## config.mk

```make
export PLATFORM = sky130hd
export DESIGN_NAME = fp_unit_scheduler
export DESIGN_NICKNAME = d
export VERILOG_FILES = /design/src/rtl/fp_unit_scheduler_pkg.sv /design/src/rtl/fp_unit_scheduler_rr_arbiter.sv /design/src/rtl/fp_unit_scheduler.sv
export SDC_FILE = /design/constraint.sdc
export NUM_CORES = 1
export LEC_CHECK = 0
export ABC_AREA = 1
export CAP_MARGIN = 20
export CORE_AREA = 2 2 162 164
export CTS_CLUSTER_SIZE = 16
export DETAILED_ROUTE_END_ITERATION = 12
export DIE_AREA = 0 0 164 166
export PLACE_DENSITY = 0.68
export SKIP_CTS_REPAIR_TIMING = 1
export SYNTH_ARGS = -nofsm -noshare
export SYNTH_HDL_FRONTEND = slang
export SYNTH_SLANG_ARGS = --single-unit
```

## constraint.sdc

```tcl
create_clock -name i_clock -period 2 [get_ports i_clock]
set_input_delay 0.3 -clock i_clock [delete_from_list [all_inputs] [get_ports i_clock]]
set_output_delay 0.3 -clock i_clock [all_outputs]
set_load 0.1 [all_outputs]
```

## src/rtl/fp_unit_scheduler_pkg.sv

```systemverilog
// fp_unit_scheduler_pkg: op codes, FSM encoding and constants shared by the FP unit scheduler.
package fp_unit_scheduler_pkg;
    localparam logic [2:0] OP_ADD = 3'd0;
    localparam logic [2:0] OP_SUB = 3'd1;
    localparam logic [2:0] OP_DIV = 3'd2;
    localparam logic [2:0] OP_MUL = 3'd3;
    localparam logic [2:0] OP_F2I = 3'd4;
    localparam logic [2:0] OP_I2F = 3'd5;
    localparam logic [2:0] OP_MAX = 3'd5;
    localparam logic [31:0] FP_QNAN = 32'h7FC0_0000;
    typedef enum logic [1:0] {S_IDLE, S_WAIT, S_RESP} state_t;
endpackage

```

## src/rtl/fp_unit_scheduler_rr_arbiter.sv

```systemverilog
// rr_arbiter: combinational round-robin pick of the first request at or after the pointer.
module rr_arbiter #(
    parameter int N  = 4,
    parameter int IW = $clog2(N)
) (
    input  logic [N-1:0]  i_req,
    input  logic [IW-1:0] i_ptr,
    output logic [N-1:0]  o_grant,
    output logic [IW-1:0] o_idx,
    output logic          o_any
);
    always_comb begin
        o_any = |i_req;
        o_idx = '0;
        // Lowest set bit overall is the wrap-around fallback; lowest at/after the pointer overrides it.
        for (int j = N - 1; j >= 0; j--) if (i_req[j]) o_idx = IW'(j);
        for (int j = N - 1; j >= 0; j--) if (i_req[j] && IW'(j) >= i_ptr) o_idx = IW'(j);
        o_grant = o_any ? (N'(1) << o_idx) : '0;
    end
endmodule

```

## src/rtl/fp_unit_scheduler.sv

```systemverilog
// fp_unit_scheduler: round-robin sharing of one FP unit between NUM_REQ requesters,
// latching operands at grant and returning a one-cycle response pulse.
module fp_unit_scheduler
    import fp_unit_scheduler_pkg::*;
#(
    parameter int NUM_REQ        = 4,
    parameter int TIMEOUT_CYCLES = 64
) (
    input  logic                  i_clock,
    input  logic                  i_reset_n,
    input  logic [NUM_REQ-1:0]    i_req_valid,
    input  logic [3*NUM_REQ-1:0]  i_req_op,
    input  logic [32*NUM_REQ-1:0] i_req_dataa,
    input  logic [32*NUM_REQ-1:0] i_req_datab,
    output logic [NUM_REQ-1:0]    o_resp_valid,
    output logic [31:0]           o_resp_result,
    output logic                  o_resp_err,
    output logic                  o_busy,
    output logic [2:0]            o_fp_operation,
    output logic [31:0]           o_fp_dataa,
    output logic [31:0]           o_fp_datab,
    output logic                  o_fp_clk_en,
    input  logic [31:0]           i_fp_result,
    input  logic                  i_fp_done
);
    localparam int IW = $clog2(NUM_REQ);
    localparam int CW = $clog2(TIMEOUT_CYCLES + 1);
    state_t               r_state, w_next;
    logic [IW-1:0]        r_ptr, r_idx, w_idx;
    logic [NUM_REQ-1:0]   r_grant, w_grant;
    logic                 w_any, w_bad, w_timeout, r_err;
    logic [2:0]           r_op, w_op;
    logic [31:0]          r_a, r_b, r_result;
    logic [CW-1:0]        r_cnt;

    rr_arbiter #(.N(NUM_REQ), .IW(IW)) u_arb (
        .i_req   (i_req_valid),
        .i_ptr   (r_ptr),
        .o_grant (w_grant),
        .o_idx   (w_idx),
        .o_any   (w_any)
    );

    assign w_op      = i_req_op[3*w_idx +: 3];
    assign w_bad     = w_op > OP_MAX;
    assign w_timeout = r_cnt == CW'(TIMEOUT_CYCLES - 1);

    // Clock enable decodes straight from state so an async reset drops it at once.
    assign o_fp_clk_en    = r_state == S_WAIT;
    assign o_busy         = r_state != S_IDLE;
    assign o_resp_valid   = (r_state == S_RESP) ? r_grant : '0;
    assign o_resp_result  = (r_state == S_RESP) ? r_result : '0;
    assign o_resp_err     = (r_state == S_RESP) && r_err;
    assign o_fp_operation = r_op;
    assign o_fp_dataa     = r_a;
    assign o_fp_datab     = r_b;

    always_comb begin
        w_next = r_state;
        case (r_state)
            S_IDLE:  if (w_any) w_next = w_bad ? S_RESP : S_WAIT;
            S_WAIT:  if (i_fp_done || w_timeout) w_next = S_RESP;
            default: w_next = S_IDLE;
        endcase
    end

    always_ff @(posedge i_clock or negedge i_reset_n) begin
        if (!i_reset_n) begin
            r_state  <= S_IDLE;
            r_ptr    <= '0;
            r_idx    <= '0;
            r_grant  <= '0;
            r_err    <= 1'b0;
            r_op     <= '0;
            r_a      <= '0;
            r_b      <= '0;
            r_result <= '0;
            r_cnt    <= '0;
        end else begin
            r_state <= w_next;
            if (r_state == S_IDLE && w_any) begin
                r_idx    <= w_idx;
                r_grant  <= w_grant;
                r_cnt    <= '0;
                r_err    <= w_bad;
                r_result <= '0;
                // Invalid ops never reach the FP unit, so its inputs keep their last values.
                if (!w_bad) begin
                    r_op <= w_op;
                    r_a  <= i_req_dataa[32*w_idx +: 32];
                    r_b  <= i_req_datab[32*w_idx +: 32];
                end
            end
            if (r_state == S_WAIT) begin
                r_cnt <= r_cnt + CW'(1);
                if (i_fp_done) r_result <= i_fp_result;
                else if (w_timeout) begin
                    r_result <= FP_QNAN;
                    r_err    <= 1'b1;
                end
            end
            if (r_state == S_RESP) r_ptr <= (r_idx == IW'(NUM_REQ - 1)) ? '0 : r_idx + IW'(1);
        end
    end
endmodule
```

* Yosys cells after proc, flatten, opt, wreduce, memory -nomap -nowiden
Cells that the tools add are included.
** Storage, ports and cells
- Bits of input ports :: 307
- Bits in writable memories :: 0
- Latch bits :: 0
- ROM bits :: 0
- Memories kept :: 0
- Output and inout bits :: 106
- Logic and storage cells :: 68
- Register bits :: 117
** Operators by class
- Divide/modulo/power cells :: 0
- Multipliers :: 1
- Reductions and logical operators :: 13
- Bitwise gates (word level) :: 1
- Equal/unequal tests :: 6
- Mux-type cells :: 26
- $lt $le $gt $ge :: 5
- Shifts and indexed selects :: 4
- Add/sub/neg operators :: 2
** Operators with widths (number)
- 128-bit by 8-bit variable part select with 32-bit output :: 2
- 32-bit two-way mux :: 5
- 2-bit two-way mux :: 12
- 7-bit two-way mux :: 2
- 12-bit by 5-bit variable part select with 3-bit output :: 1
- 4-bit two-way mux :: 2
- 7-bit by 1-bit adder with 7-bit output, second input constant :: 1
- 7-bit by 6-bit equality test with 1-bit output, second input constant :: 1
- 1-bit logical AND :: 6
- 2-bit equality test, second input constant :: 2
- 1-bit by 2-bit >= comparator with 1-bit output, first input constant :: 2
- 2-bit >= comparator, first input constant :: 2
- 2-bit by 2-bit multiplier with 4-bit output, first input constant :: 1
- 1-bit two-way mux :: 4
- 2-bit one-hot mux with 2 select lines :: 1
- 2-bit AND reduction :: 2
- 2-bit nonzero test :: 2
- 4-bit OR reduction :: 1
- 1-bit by 2-bit left shift with 4-bit output, first input constant :: 1
- 3-bit > comparator, second input constant :: 1
- 2-bit by 1-bit adder with 2-bit output, second input constant :: 1
- 2-bit by 1-bit equality test with 1-bit output, second input constant :: 1
- 2-bit logical NOT :: 1
- 2-bit by 1-bit != test with 1-bit output, second input constant :: 1
- other kinds (3) :: 3

* Depth between registers and ports, before layout
Gate-level depths: netlist of the first run.
- Depth after elaboration :: 15
- Gate-level depth with buffers :: 14
- Gate-level depth less buffers :: 12

* Modules after synthesis
A second synthesis of the first run with hierarchy kept.
** Second synthesis, totals
- Cell total of the unflattened synthesis :: 1165
- Area total of the unflattened synthesis :: 7572.3 um^2
** By module, submodules not included
- fp_unit_scheduler :: sequential area each 2927.8 um^2, cells an instance 1138, area an instance 7450.9 um^2, times used 1
- rr_arbiter :: sequential area each 0.0 um^2, cells an instance 27, area an instance 121.4 um^2, times used 1

* Least setup slack after synthesis of the first run
OpenSTA, ideal clock, no wires.
- Path kind :: flip-flop to output port
- Start :: register r_state[0]
- End :: output o_resp_err
- Data arrival time :: 1.991 ns
- Path slack :: -0.291 ns
- Buffers on the path :: 1
- Required time :: 1.700 ns
- Stages on the path, launching flop included :: 5
- Path through :: dfrtp_1 inv_1 nand2_1 buf_1 nor2_1
** On the way
- Cells in the longest elaborated chain, start to end :: 2
** Ends and longest elaborated chain
- from (decl) :: RTL line fp_unit_scheduler.sv:28 : state_t r_state, w_next;
- from (signal assigned) :: RTL line fp_unit_scheduler.sv:80 : r_state <= w_next;
- 2-bit equality test :: RTL line fp_unit_scheduler.sv:53 : assign o_resp_err = (r_state == S_RESP) && r_err;
- 1-bit logical AND :: RTL line fp_unit_scheduler.sv:53
- to (decl) :: RTL line fp_unit_scheduler.sv:17 : output logic o_resp_err,
Every way passes these cells.

* Worst setup path in the final report of the first run
- Start :: register r_state[0]
- End :: output o_resp_valid[3]
** On the way
- Cells in the longest elaborated chain, start to end :: 2
** Ends and longest elaborated chain
- 2-bit equality test :: RTL line fp_unit_scheduler.sv:51 : assign o_resp_valid = (r_state == S_RESP) ? r_grant : '0;
- 4-bit two-way mux :: RTL line fp_unit_scheduler.sv:51
- to (decl) :: RTL line fp_unit_scheduler.sv:15 : output logic [NUM_REQ-1:0] o_resp_valid,
Every way passes these cells.

==> results of run 1 <==
-- where the power goes --
part           internal, mW  leakage, nW  switching, mW  total (mW)
Combinational          4.81         5.14           11.5        16.3
Sequential             3.44         1.50          0.540        3.98
Clock                  2.04        0.298           1.20        3.25
Total                  10.3         6.93           13.3        23.5
-- critical path: stages (launching register included) --
cell and delay, ns:
dfrtp_1 0.37, inv_1 0.10, nand2_1 0.08, buf_4 0.23
nor2_1 0.22, buf_12 0.21
-- cell type report --
class / count / area [sq um]
Clock buffer: 19 / 453
Multi-Input combinational cell: 922 / 4510
Inverter: 123 / 463
Timing Repair Buffer: 474 / 5030
Sequential cell: 117 / 2930
Fill cell: 2453 / 11600
Clock inverter: 13 / 173
Antenna cell: 1 / 2.50
Tap cell: 335 / 419
-- layer usage --
layer	GRT usage [%]	routed length, um	vias up
met5	0	0	-
met4	7.21	763	0
li1	-	-	4811
met3	7.19	2820	41
met2	39.4	15800	336
met1	28.9	13700	4525
-- logic make-up after synthesis --
kind of cell / count (synthesis) / synth area share [%]
and+or+nand+nor: 869 / 49.6
buffers and inverters: 222 / 11.5
DFF: 117 / 35.0
AOI/OAI and AO/OA: 49 / 3.37
adders and majority gates: 2 / 0.299
xor gates and xnor gates: 1 / 0.105
muxes: 1 / 0.120
-- flip-flops by register name (all words and copies together), names as in the netlist --
register        count
o_fp_dataa         32
o_fp_datab         32
r_idx               2
r_err               1
r_cnt               7
r_ptr               2
r_grant             4
r_result           32
o_fp_operation      3
r_state             2
-- cell usage in the layout, fill, tap and decap left out, drive strengths merged, types with 2 or more instances in the layout --
cell type / netlist / layout
clkinvlp: 0 / 3
nor2: 55 / 55
o22ai: 3 / 3
o31ai: 2 / 2
a21boi: 3 / 3
ha: 2 / 2
nand3: 301 / 301
inv: 122 / 124
nand2: 438 / 438
nand3b: 66 / 66
a21oi: 11 / 11
buf: 62 / 169
dfrtp: 117 / 117
nor3: 9 / 9
clkdlybuf4s50: 0 / 305
bufinv: 0 / 3
o21ai: 28 / 28
clkinv: 1 / 6
clkbuf: 37 / 19
-- synth_stat cells, types with 3 or more instances --
master	count
o21ai_0	27
nand2_4	3
nor3_1	9
o22ai_1	3
a21oi_1	11
nand2_1	433
buf_1	10
a21boi_0	3
buf_8	4
nand3_2	42
clkbuf_1	37
nor2_1	53
nand3_1	259
buf_4	5
nand3b_1	66
inv_1	121
buf_2	41
dfrtp_1	117
-- final timing paths --
check / to / slack (ns) / cells past startpoint
max: o_resp_valid[3] / 0.05 / 5
min: r_result[22] / -0.05 / 2
max reg2reg: o_fp_operation[2] / 0.20 / 10
min reg2reg: r_cnt[6] / 0.50 / 1
max in group asynchronous: o_fp_datab[18] / 1.50 / 2
min in group i_clock: r_result[7] / 0.45 / 3
-- per-stage QoR --
step | cells | setup slack (ns)
after floorplan | 1261 | -0.291
after CTS | 2003 | 0.00729
after global routing | 2003 | -0.0573
after detailed placement | 1971 | -0.222
final | 2004 | 0.0516
after global placement | 1971 | -0.157
==> flow_summary.yaml, run 1 <==
power_and_ir_drop:
  peakVddDrop_mv: 0.919
  finalPower_mw: 23.5
  pwr_density_cell_mw_per_mm2: 1680
  leakagePower_nw: 6.93
logic_synthesis:
  ys_seq_elements: 117
  synth-edff-count: 0
  ys.flop_type: "dfrtp_1"
  syn_avg_cell_area_sq_um: 6.63
  yosysTopAreaCellShare_pct: 35.0
  yosysWarnings: 0
  synth_cell_types: 31
  synth_area_sq_mm: 0.00836
  ys_seq_area_share_pct: 35.0
  synth_area_leader_cell: "dfrtp_1"
  yosys-top-cells-area: "dfrtp_1 35%, nand2_1 19%, nand3_1 16%, nand3b_1 5.9%, inv_1 5.4%"
  synth-async-reset-ratio_pct: 100
  synthCells: 1261
  syn_nets: 1570
cts:
  cts.sinks: 117
  cts.root.buffer_cell: "clkbuf_16"
  clock_latency_ns: 0.43
  cts_buffers: 17
  cts_tree: "built"
  clk_pin_slew_ns: 0.06
  h-tree-depth: 4
  cts_buffer_depth: 2
sta:
  fin_crit_sh_pct: 97.4
  relSlewSlack_pct: 54.4
  drv_slew: 0
  fin_worst_skew_ns: 0.0140
  setup_viol: 0
  period_needed_ns: 1.95
  fmax_mhz: 513
  setup_tns_ns: 0
  rsz0062_at_grt: "yes"
  worst_slew_pin_slew_ns: 0.684
  finalHoldViolCount: 22
  whs_ns: -0.0524
critical_path:
  worstSetupStartpoint: "r_state[0]"
  start_kind: "flip-flop"
  r2r-start: "r_ptr[1]"
  cp_data_required_time_ns: 1.70
  cp_data_arrival_time_ns: 1.65
  crit_fanout: 25
  critPathKind: "reg -> out"
  cp-end-kind: "output pin"
finish:
  final_nets: 1964
  drive_gt1_share_pct: 15.7
  final_util_pct: 54.6
  synthToLayoutAreaGrowth_pct: 67.2
  final_area_sq_mm: 0.0140
drt:
  drtAntennaViolNets: 0
  vias: 9713
  wl_um: 33000
  via_per_inst: 4.85
  drc: 0
  wl_per_cell_um: 16.5
  drt_iter0_drc: 614
  first_pass_iters: 5
global_routing:
  gr-total-overflow: 0
  grt_pass1_vias: 9451
  grt_max_degree: 118
  antenna_found_initial: 1
  grt_pass1_wl_um: 50700
  grt_usage_pct: 23.5
place:
  place_area_sq_mm: 0.0133
  gp_congestion: 0.885
  io_buffers: 412
  dp_hpwl_um: 24500
outcome:
  violations: "negative hold slack"
  status: "finished with violations"
floorplanning:
  placeableCoreArea_sq_mm: 0.0256
  die_height_um: 166
  start_util_pct: 32.6
  rows: 59
  fp.dieArea_sq_mm: 0.0272
  ios: 413
  die_w_um: 164
job:
  cap_violations: 0
hold_path:
  hold_class: "in -> async"
(Power assumes the default switching activity.)
==> inputs of run 2 (changes only) <==
--- a/config.mk
+++ b/config.mk
@@ -13,6 +13,8 @@
 export DIE_AREA = 0 0 164 166
 export PLACE_DENSITY = 0.68
 export SKIP_CTS_REPAIR_TIMING = 1
+export SKIP_LAST_GASP = 1
 export SYNTH_ARGS = -nofsm -noshare
 export SYNTH_HDL_FRONTEND = slang
 export SYNTH_SLANG_ARGS = --single-unit
+export TNS_END_PERCENT = 50
==> run 2 against run 1 <==
Net effect:
- first-iteration DRC count shrank 2.6%
- via count is 0.13% higher
- the flow still finishes with violations (negative hold slack)
- highest routed layer unchanged
- register-to-register slack hardly changed
==> flow_summary.yaml, run 2 (synthesis results as in run 1) <==
finish:
  final_common_cell: "nand2_1"
  synthToLayoutAreaGrowth_pct: 67.1
  final_nets: 1964
  final_cell_mix: "433 x nand2_1, 305 x clkdlybuf4s50_1, 259 x nand3_1, 121 x inv_1, 117 x dfrtp_1"
  final_util_pct: 54.5
  drive_gt1_share_pct: 15.5
  fin_cells: 2004
place:
  dp_hpwl_um: 24500
  io_buffers: 412
  dp.cells: 1971
  gp_congestion: 0.885
job:
  cap_violations: 0
sta:
  fin_worst_skew_ns: 0.0142
  rsz0062_at_grt: "yes"
  finalHoldViolCount: 19
  period_needed_ns: 1.95
  fmax_mhz: 514
  drv_slew: 0
  relSlewSlack_pct: 54.4
  setup_viol: 0
  fin_crit_sh_pct: 97.3
  setup_tns_ns: 0
  worst_slew_pin_slew_ns: 0.683
  whs_ns: -0.0502
drt:
  first_pass_iters: 5
  wl_per_cell_um: 16.5
  via_per_inst: 4.85
  drc: 0
  wl_um: 33100
  vias: 9726
  drt_iter0_drc: 598
  drtAntennaViolNets: 0
global_routing:
  grt_max_degree: 118
  antenna_found_initial: 1
  grt_pass1_vias: 9451
  grt_usage_pct: 23.5
  grt_pass1_wl_um: 50700
  gr-total-overflow: 0
critical_path:
  reg2reg_depth: 10
  cp_data_arrival_time_ns: 1.65
  cp-end-kind: "output pin"
  start_kind: "flip-flop"
  crit_fanout: 25
  critPathKind: "reg -> out"
  cp_data_required_time_ns: 1.70
  r2r-start: "r_ptr[1]"
  reg2reg_slack_ns: 0.19
  reg2reg_to: "o_fp_operation[2]"
cts:
  cts_tree: "built"
  clock_latency_ns: 0.43
  h-tree-depth: 4
  cts_buffers: 17
  cts.sinks: 117
  clk_pin_slew_ns: 0.06
  cts_buffer_depth: 2
  cts.root.buffer_cell: "clkbuf_16"
outcome:
  status: "finished with violations"
  violations: "negative hold slack"
floorplanning:
  fp.dieArea_sq_mm: 0.0272
  placeableCoreArea_sq_mm: 0.0256
  ios: 413
  rows: 59
  die_w_um: 164
  start_util_pct: 32.6
  die_height_um: 166
power_and_ir_drop:
  peakVddDrop_mv: 0.919
  leakagePower_nw: 6.93
  pwr_density_cell_mw_per_mm2: 1680
hold_path:
  hold_class: "in -> async"
run 2: how the worst max path moves through the flow:
stage                         from           endpoint  slack [ns]
floorplan               r_state[0]         o_resp_err       -0.29
global placement    i_req_valid[0]  o_fp_operation[2]       -0.16
detailed placement  i_req_valid[0]  o_fp_operation[2]       -0.22
CTS                     r_state[0]  o_resp_result[30]       0.007
global route            r_state[0]  o_resp_result[18]       -0.06
finish                  r_state[0]   o_resp_result[0]        0.05
run 2: where the power goes:
| group | internal (mW) | total, mW | switching, mW |
|---|---|---|---|
| logic | 4.80 | 16.3 | 11.5 |
| registers | 3.44 | 3.98 | 0.541 |
| clock network | 2.04 | 3.25 | 1.20 |
| total | 10.3 | 23.5 | 13.2 |
run 2: per-stage QoR:
step           setup WS, ns  power, mW  instance area, sq um  hold WS, ns
6_report             0.0538       23.5                 14000      -0.0502
5_1_grt             -0.0573       25.0                 14000      0.00657
4_1_cts             0.00729       23.7                 14000      0.00436
3_5_place_dp         -0.222       20.4                 13300        0.456
3_3_place_gp         -0.157       20.2                 13300        0.457
2_1_floorplan        -0.291       15.3                  8360      0.00441
run 2: critical path, stage by stage (launching register included):
cell     delay (ns)
dfrtp_1        0.37
inv_1          0.10
nand2_1        0.08
buf_4          0.23
nor2_1         0.22
buf_12         0.21
run 2: per-layer routing:
metal	wire [um]	GRT usage, %
met5	0	0
met4	792	7.21
met3	2850	7.19
met2	15800	39.4
met1	13700	28.9
run 2: cell type report:
class	count	area [sq um]
Sequential cell	117	2930
Timing Repair Buffer	474	5030
Antenna cell	1	2.50
Tap cell	335	419
Multi-Input combinational cell	922	4500
Fill cell	2453	11600
Inverter	123	463
Clock inverter	13	173
Clock buffer	19	453
